**config.mk**
```make
export PLATFORM = sky130hd
export DESIGN_NAME = stream_demux_n
export DESIGN_NICKNAME = d
export VERILOG_FILES = /design/src/rtl/demux_pkg.sv /design/src/rtl/demux_out_slot.sv /design/src/rtl/stream_demux_n.sv
export SDC_FILE = /design/constraint.sdc
export NUM_CORES = 1
export LEC_CHECK = 0
export CAP_MARGIN = 30
export CORE_MARGIN = 10
export CORE_UTILIZATION = 62
export CTS_BUF_LIST = sky130_fd_sc_hd__clkbuf_4 sky130_fd_sc_hd__clkbuf_8 sky130_fd_sc_hd__clkbuf_16
export CTS_CLUSTER_SIZE = 14
export DETAILED_ROUTE_END_ITERATION = 16
export DONT_BUFFER_PORTS = 1
export PLACE_DENSITY = 0.78
export REMOVE_ABC_BUFFERS = 1
export SYNTH_ARGS = -nofsm -noshare
export SYNTH_HDL_FRONTEND = slang
export SYNTH_SLANG_ARGS = --single-unit
```
**constraint.sdc**
```tcl
create_clock -name clock -period 2.99 [get_ports clock]
set_clock_uncertainty 0.2 [all_clocks]
set_input_delay 0.897 -clock clock [delete_from_list [all_inputs] [get_ports clock]]
set_output_delay 0.897 -clock clock [all_outputs]
set_load 0.05 [all_outputs]
```
**src/rtl/demux_pkg.sv**
```systemverilog
`default_nettype none
// ============================================================================
// Module      : demux_pkg
// Description : Shared types and constants for the stream_demux_n block.
//               - state_t : packet-lock FSM state (IDLE / PKT)
//               - CNT_W   : width of the optional statistics counters
//               - clog2   : select-width helper, never returns less than 1
// Revision    : 1.0  initial release
// ============================================================================
package demux_pkg;

    typedef enum logic [0:0] {
        IDLE = 1'b0,
        PKT  = 1'b1
    } state_t;

    localparam int CNT_W = 16;

    // Select width for a given channel count; a 1-bit select is the minimum
    // so that a 2-way (or degenerate) demux still has a legal port width.
    function automatic int clog2(input int value);
        int result;
        result = 1;
        for (int i = 0; i < 31; i++) begin
            if ((1 << i) < value) begin
                result = i + 1;
            end
        end
        return result;
    endfunction

endpackage
`default_nettype wire

```
**src/rtl/demux_out_slot.sv**
```systemverilog
`default_nettype none
// ============================================================================
// Module      : demux_out_slot
// Description : One-entry output register for a single demux channel.
//               A load always wins over a pop, so a full slot whose sink is
//               ready can accept a new beat in the same cycle it drains.
// Ports       : clk, rst_n       clock / asynchronous active-low reset
//               i_load           capture i_loadData / i_loadLast
//               i_loadData       beat payload
//               i_loadLast       beat last flag
//               i_ready          sink accepts the held beat
//               o_valid          slot holds a beat
//               o_data, o_last   held beat payload / last flag
// Revision    : 1.0  initial release
// ============================================================================
module demux_out_slot #(
    parameter int DATA_W = 8
) (
    input  logic              clk,
    input  logic              rst_n,
    input  logic              i_load,
    input  logic [DATA_W-1:0] i_loadData,
    input  logic              i_loadLast,
    input  logic              i_ready,
    output logic              o_valid,
    output logic [DATA_W-1:0] o_data,
    output logic              o_last
);

    logic              r_valid;
    logic [DATA_W-1:0] r_data;
    logic              r_last;

    always_ff @(posedge clk or negedge rst_n) begin
        if (!rst_n) begin
            r_valid <= 1'b0;
            r_data  <= '0;
            r_last  <= 1'b0;
        end else if (i_load) begin
            r_valid <= 1'b1;
            r_data  <= i_loadData;
            r_last  <= i_loadLast;
        end else if (r_valid && i_ready) begin
            r_valid <= 1'b0;
        end
    end

    assign o_valid = r_valid;
    assign o_data  = r_data;
    assign o_last  = r_last;

endmodule
`default_nettype wire

```
**src/rtl/stream_demux_n.sv**
```systemverilog
`default_nettype none
// ============================================================================
// Module      : stream_demux_n
// Description : NUM_OUT-way valid/ready stream demultiplexer with packet lock.
//               Each channel has a registered one-entry slot (1-cycle
//               latency, full throughput). The destination is sampled on the
//               first beat of a packet and held until the last beat. Beats
//               whose destination is >= NUM_OUT are accepted and dropped.
// Ports       : clock, reset_n   clock / asynchronous active-low reset
//               enable           0 blocks the source; slots keep draining
//               in_valid/in_ready/in_data/in_sel/in_last   source stream
//               out_valid/out_ready/out_data/out_last      per-channel sinks,
//                                channel k data at [k*DATA_W +: DATA_W]
//               locked           high while mid-packet
//               drop_pulse       one-cycle pulse per dropped beat
//               beat_cnt, drop_cnt  saturating statistics (optional)
// Options     : DEMUX_STATS_EN   adds beat_cnt / drop_cnt counters and ports
// Revision    : 1.0  initial release
// ============================================================================
module stream_demux_n #(
    parameter int NUM_OUT = 8,
    parameter int DATA_W  = 8,
    parameter int SEL_W   = demux_pkg::clog2(NUM_OUT)
) (
    input  logic                        clock,
    input  logic                        reset_n,
    input  logic                        enable,
    input  logic                        in_valid,
    output logic                        in_ready,
    input  logic [DATA_W-1:0]           in_data,
    input  logic [SEL_W-1:0]            in_sel,
    input  logic                        in_last,
    output logic [NUM_OUT-1:0]          out_valid,
    input  logic [NUM_OUT-1:0]          out_ready,
    output logic [NUM_OUT*DATA_W-1:0]   out_data,
    output logic [NUM_OUT-1:0]          out_last,
    output logic                        locked,
    output logic                        drop_pulse
`ifdef DEMUX_STATS_EN
    ,
    output logic [NUM_OUT*demux_pkg::CNT_W-1:0] beat_cnt,
    output logic [demux_pkg::CNT_W-1:0]         drop_cnt
`endif
);

    import demux_pkg::*;

    state_t             r_state;
    logic [SEL_W-1:0]   r_lockSel;
    logic               r_dropPulse;

    logic [SEL_W-1:0]   w_dest;
    logic [NUM_OUT-1:0] w_destOh;
    logic               w_bad;
    logic               w_accept;
    logic               w_acceptBad;
    logic [NUM_OUT-1:0] w_load;

    assign w_dest = (r_state == PKT) ? r_lockSel : in_sel;

    // One-hot decode of the destination; an all-zero vector means the code
    // is out of range, which avoids indexing past the last channel.
    always_comb begin
        w_destOh = '0;
        for (int k = 0; k < NUM_OUT; k++) begin
            w_destOh[k] = (w_dest == SEL_W'(k));
        end
    end

    assign w_bad       = ~|w_destOh;
    assign in_ready    = enable & (w_bad | (|(w_destOh & (~out_valid | out_ready))));
    assign w_accept    = in_valid & in_ready;
    assign w_acceptBad = w_accept & w_bad;
    assign w_load      = {NUM_OUT{w_accept & ~w_bad}} & w_destOh;

    // Packet-lock FSM. The lock select is captured even for an out-of-range
    // code so that the rest of that packet is dropped as well.
    always_ff @(posedge clock or negedge reset_n) begin
        if (!reset_n) begin
            r_state     <= IDLE;
            r_lockSel   <= '0;
            r_dropPulse <= 1'b0;
        end else begin
            r_dropPulse <= w_acceptBad;
            case (r_state)
                IDLE: begin
                    if (w_accept && !in_last) begin
                        r_state   <= PKT;
                        r_lockSel <= in_sel;
                    end
                end
                PKT: begin
                    if (w_accept && in_last) begin
                        r_state <= IDLE;
                    end
                end
                default: r_state <= IDLE;
            endcase
        end
    end

    assign locked     = (r_state == PKT);
    assign drop_pulse = r_dropPulse;

    for (genvar k = 0; k < NUM_OUT; k++) begin : g_chan
        demux_out_slot #(
            .DATA_W (DATA_W)
        ) u_slot (
            .clk        (clock),
            .rst_n      (reset_n),
            .i_load     (w_load[k]),
            .i_loadData (in_data),
            .i_loadLast (in_last),
            .i_ready    (out_ready[k]),
            .o_valid    (out_valid[k]),
            .o_data     (out_data[k*DATA_W +: DATA_W]),
            .o_last     (out_last[k])
        );

`ifdef DEMUX_STATS_EN
        logic [CNT_W-1:0] r_beatCnt;

        always_ff @(posedge clock or negedge reset_n) begin
            if (!reset_n) begin
                r_beatCnt <= '0;
            end else if (w_load[k] && (r_beatCnt != '1)) begin
                r_beatCnt <= r_beatCnt + CNT_W'(1);
            end
        end

        assign beat_cnt[k*CNT_W +: CNT_W] = r_beatCnt;
`endif
    end

`ifdef DEMUX_STATS_EN
    logic [CNT_W-1:0] r_dropCnt;

    always_ff @(posedge clock or negedge reset_n) begin
        if (!reset_n) begin
            r_dropCnt <= '0;
        end else if (w_acceptBad && (r_dropCnt != '1)) begin
            r_dropCnt <= r_dropCnt + CNT_W'(1);
        end
    end

    assign drop_cnt = r_dropCnt;
`endif

endmodule
`default_nettype wire

```
==> results of run 1 <==
synth_stat cells, types with 2 or more instances:
master / count / area share, %
o22ai_1: 2 / 0.33
nand2_4: 2 / 0.60
dfrtp_1: 85 / 57
inv_1: 2 / 0.20
nor2_1: 10 / 1.0
nor2b_1: 2 / 0.33
nand3_4: 2 / 0.93
o31ai_1: 2 / 0.40
or2_1: 2 / 0.33
nor3_4: 4 / 1.7
o21ai_0: 3 / 0.40
buf_4: 16 / 3.2
mux2_1: 39 / 12
nand2_1: 8 / 0.80
nand2b_1: 8 / 1.3
mux2_4: 36 / 14
layer usage:
metal / GRT usage (%) / part of all wire [%] / up-vias
met3: 7.33 / 9.7 / 17
met5: 0 / 0 / -
met4: 6.94 / 2.1 / 0
met2: 26.8 / 47 / 83
met1: 21.0 / 41 / 1032
li1: - / - / 890
per-stage QoR:
step,TNS (ns),setup slack [ns],instance area (um2),cells,hold slack (ns)
6_report,-0.105,-0.105,4200,343,0.0211
5_1_grt,-0.153,-0.153,4200,343,0.00372
4_1_cts,-0.122,-0.122,4190,343,0.0139
3_5_place_dp,-3.38,-0.125,3910,325,0.307
3_3_place_gp,-2.62,-0.104,3910,325,0.302
2_1_floorplan,-0.242,-0.242,3620,225,0.324
flip-flops by register name, summed over array words and instances, names as in the netlist, named ones only:
| register | flops |
|---|---|
| drop_pulse | 1 |
| g_chan.u_slot.o_last | 8 |
| g_chan.u_slot.o_valid | 8 |
| g_chan.u_slot.o_data | 64 |
| r_lockSel | 3 |
area by class of cell:
class                           count  area (um2)
Tap cell                           75        93.8
Clock inverter                      6         119
Multi-Input combinational cell    138        1500
Sequential cell                    85        2130
Inverter                            2        7.51
Fill cell                         404        1690
Clock buffer                        9         124
Timing Repair Buffer               28         223
worst paths after layout:
| kind | slack, ns | endpoint |
|---|---|---|
| min in group clock | 0.33 | g_chan[5].u_slot.o_valid |
| max in group asynchronous | 2.43 | async pin |
| hold reg to reg | 0.33 | g_chan[5].u_slot.o_valid |
| setup reg to reg | 0.27 | g_chan[0].u_slot.o_data[0] |
| setup / recovery | -0.10 | in_ready |
| hold / removal | 0.02 | g_chan[0].u_slot.o_data[1] |
kinds of logic (layout without fill, tap and decap cells):
group	Yosys count	in the layout	share of synthesized area, %
AND/OR/NAND/NOR	44	44	8.56
flip-flops	85	85	56.6
buffers and inverters	21	45	3.93
AO/OA/AOI/OAI	15	15	3.56
multiplexers	78	78	27.2
other	1	1	0.0998
repair_timing:
action	in CTS	in global routing
endpoints found under the setup margin	1	1
pin swaps	2	2
gates resized for setup	3	2
buffers inserted	3	0
endpoints found under the hold margin	0	0
worst register-to-register path, stage by stage, from the launching register on:
cell      delay [ns]
dfrtp_2         0.42
mux2_2          0.39
mux2i_1         0.14
o221ai_2        0.27
nor2_4          0.14
nor3_4          0.68
mux2_4          0.36
==> results.cfg, run 1 <==
[sta]
fmax_mhz = 323
fin_ws_ns = -0.105
period_share_pct = 104
finalHoldViolations = 0
drv_slew = 0
setup_viol = 1
maxSlewHeadroom_pct = 46.9
worstMarginPinSlew_ns = 0.794
period_needed_ns = 3.09
grt_setup_unrepaired = yes

[critical_path]
critPathLaunch = in_sel[2]
cp_slowest_cell = or2_1
worstSetupStartpointType = input port
worstRegToRegCells = 6
critPathKind = in2out
critPathMaxStageDelay_ns = 0.24
critPathRequiredTime_ns = 1.89
path_buf_inv = 1
cp.arrival_ns = 2.00
end_kind = output pin
cp.depth = 7
worstPathMaxFanout = 6
path_cells = and3b_1 > or2_1 > a22o_4 > nor2_4 > nor2_1 > o21a_1 > buf_12
cp_top_family = simple AND/OR/NAND/NOR gates

[clock_tree]
clock-root-buffer = clkbuf_8
cts-htree-levels = 3
cts_tree = yes
clock_path_buffers = 2
cts_sinks = 85
cts_made_buffers = 9
clk_pin_slew_ns = 0.09
holdBufCountCts = 0
clock_latency_ns = 0.35

[synth]
ys_ff_latch = 85
synth_warnings = 0
synth-seq-area-share_pct = 56.6
ys_async_sr_fraction_pct = 100
synth_edf_count = 0
synthDistinctLibCells = 37
synth_area_mm2 = 0.00376
synth-main-ff-cell = dfrtp_1
syn_avg_cell_area_um2 = 15.4
syn_inst = 244

[floorplanning]
core-area_mm2 = 0.00589
die_height_um = 97.8
ios = 107
fp.dieW_um = 97.8
initial_core_util_pct = 63.8
die-area_mm2 = 0.00957
placementRows = 28

[route]
ant_nets = 0
via_count = 2022
first_pass_iters = 4
viasPerCell = 5.90
remaining_drc_errors = 0
wl_per_cell_um = 24.9
drtIter0Drc = 71
wirelength_mm = 8.55

[global_routing]
grt_pass1_vias = 2119
grt_max_degree = 86
grt_pass1_wl_mm = 13.2
grt-ovfl-total = 0
grt_use_total_pct = 17.3
antenna_found_initial = 0

[finish]
utilization_pct = 71.3
diodes = 0
layout_common_cells = dfrtp_1 (84), mux2_1 (39), mux2_4 (36)
syn_to_final_growth_pct = 11.7
fin_nets = 288
layout_commonest_cell = dfrtp_1
drive_above_1_share_pct = 37.3

[status]
status = complete, but fails checks
violations = negative setup slack

[place]
gp_congestion = 0.862
dp_hpwl_mm = 6.00
io_buffer_count = 0

[worst_hold_path]
hold_path.class = in2async

[flow_run]
maxCapViolCount = 0
Power of run 1 is left out: the tool's default activity adds up to more than one toggle a clock period on the data nets, which glitch-free logic cannot reach.
==> inputs of run 2 (changes only) <==
- SKIP_CTS_REPAIR_TIMING: default -> 1
==> run 2 against run 1 <==
Net effect:
- final cell count is the same
- critical path type unchanged
- via count up 0.74%
- worst setup slack worse by 0.039 ns
- register-to-register slack got worse by 0.04 ns
- the flow still finishes with violations (negative setup slack)
- maximum frequency fell by 1.2%
- flip-flop and latch count stayed put
- first-iteration DRC count is 13% lower
- highest routed layer unchanged
- core utilization increased by 0.11 points
- final area grew 0.15%
- wire length rose by 2.4%
==> results.cfg, run 2 (same netlist as run 1, synthesis figures left out) <==
[global_routing]
grt_use_met2_pct = 26.7
grt_pass1_vias = 2101
grt-ovfl-total = 0
grt_pass1_wl_mm = 13.1
grt_max_degree = 86
grtUsageMet1_pct = 20.8
busiest_layer = met2
grt_use_total_pct = 17.2
globalRouteMet3Util_pct = 7.33
antenna_found_initial = 0

[sta]
fin_ws_ns = -0.143
grt_setup_unrepaired = yes
fmax_mhz = 319
maxSlewHeadroom_pct = 47.0
setup_viol = 1
drv_slew = 0
worstMarginPinSlew_ns = 0.792
period_needed_ns = 3.13
setup_tns_ns = -0.143
finalHoldViolations = 0
period_share_pct = 105

[clock_tree]
clk_pin_slew_ns = 0.09
cts-htree-levels = 3
cts_sinks = 85
cts_tree = yes
clock_path_buffers = 2
clock-root-buffer = clkbuf_8
clock_latency_ns = 0.35
cts_made_buffers = 9

[route]
via_count = 2037
viasPerCell = 5.94
remaining_drc_errors = 0
drtIter0Drc = 62
first_pass_iters = 6
wl_per_cell_um = 25.5
ant_nets = 0
wirelength_mm = 8.76

[finish]
diodes = 0
largest_reg_flops = 64
fin_nets = 288
layout_common_cells = dfrtp_1 (83), mux2_1 (39), mux2_4 (36)
fin_cells = 343
layout_commonest_cell = dfrtp_1
syn_to_final_growth_pct = 11.9
drive_above_1_share_pct = 38.1
fill_cells = 397
final_cell_area_mm2 = 0.00420

[floorplanning]
ios = 107
die_height_um = 97.8
die-area_mm2 = 0.00957
placementRows = 28
initial_core_util_pct = 63.8
core-area_mm2 = 0.00589
fp.dieW_um = 97.8

[critical_path]
r2r_end = g_chan[6].u_slot.o_data[2]
cp_top_family = simple AND/OR/NAND/NOR gates
critPathRequiredTime_ns = 1.89
worstPathMaxFanout = 5
critPathMaxStageDelay_ns = 0.26
cp_slowest_cell = or2_1
worstSetupStartpointType = input port
worstRegToRegCells = 6
path_buf_inv = 1
regToRegSetupSlack_ns = 0.23
cp.depth = 7
end_kind = output pin
path_cells = and3b_1 > or2_1 > a22o_4 > nor2_4 > nor2_1 > o21a_1 > buf_12
critPathKind = in2out
cp.arrival_ns = 2.04

[flow_run]
maxCapViolCount = 0

[place]
dp_hpwl_mm = 6.00
io_buffer_count = 0
gp_congestion = 0.862
dpl.cell_count = 325
placed_cell_area_mm2 = 0.00391

[status]
status = complete, but fails checks
violations = negative setup slack

[worst_hold_path]
hold_path.class = in2async
## run 2: cell types whose count changed in the layout (fill, tap and decap cells not counted)
cell     change
dfrtp_2      +1
and3_1       -1
and3_4       +1
dfrtp_1      -1
## run 2: metrics by stage
step	worst slack, ns	utilization (%)	hold slack (ns)
2_1_floorplan	-0.242	-	0.324
3_3_place_gp	-0.104	66.5	0.302
3_5_place_dp	-0.125	66.5	0.307
4_1_cts	-0.210	70.6	0.0139
5_1_grt	-0.180	71.4	0.00372
6_report	-0.143	71.4	0.0213
## run 2: worst max path at each step
stage	startpoint	to	slack (ns)
4_1_cts	flip-flop	in_ready	-0.21
3_3_place_gp	in_sel[2]	in_ready	-0.10
5_1_grt	in_sel[1]	in_ready	-0.18
3_5_place_dp	in_sel[2]	in_ready	-0.13
6_report	in_sel[1]	in_ready	-0.14
2_1_floorplan	flip-flop	in_ready	-0.24
## run 2: routing by layer
metal / share of wire, % / wire (um) / vias to the layer above
met5: 0 / 0 / -
met4: 1.8 / 157 / 0
met3: 9.3 / 812 / 15
met2: 48 / 4170 / 91
met1: 41 / 3630 / 1046
li1: - / - / 885
## run 2: final cells by class
cell class	instances	area, um2	share of cell area (%)
multi-input cells	138	1510	35.9
well taps	75	93.8	2.23
clock inverters	6	119	2.83
flip-flops and latches	85	2130	50.7
clock buffers	9	124	2.95
repair buffers	28	223	5.30
inverters	2	7.51	0.179
## run 2: worst reg2reg max path, delay by kind of cell (launching register included)
family | cells | cell delay [ns]
flip-flops | 1 | 0.45
AND/OR/NAND/NOR | 2 | 0.82
multiplexers | 3 | 0.92
AO/OA/AOI/OAI | 1 | 0.28
Power of run 2 is left out for the same reason.
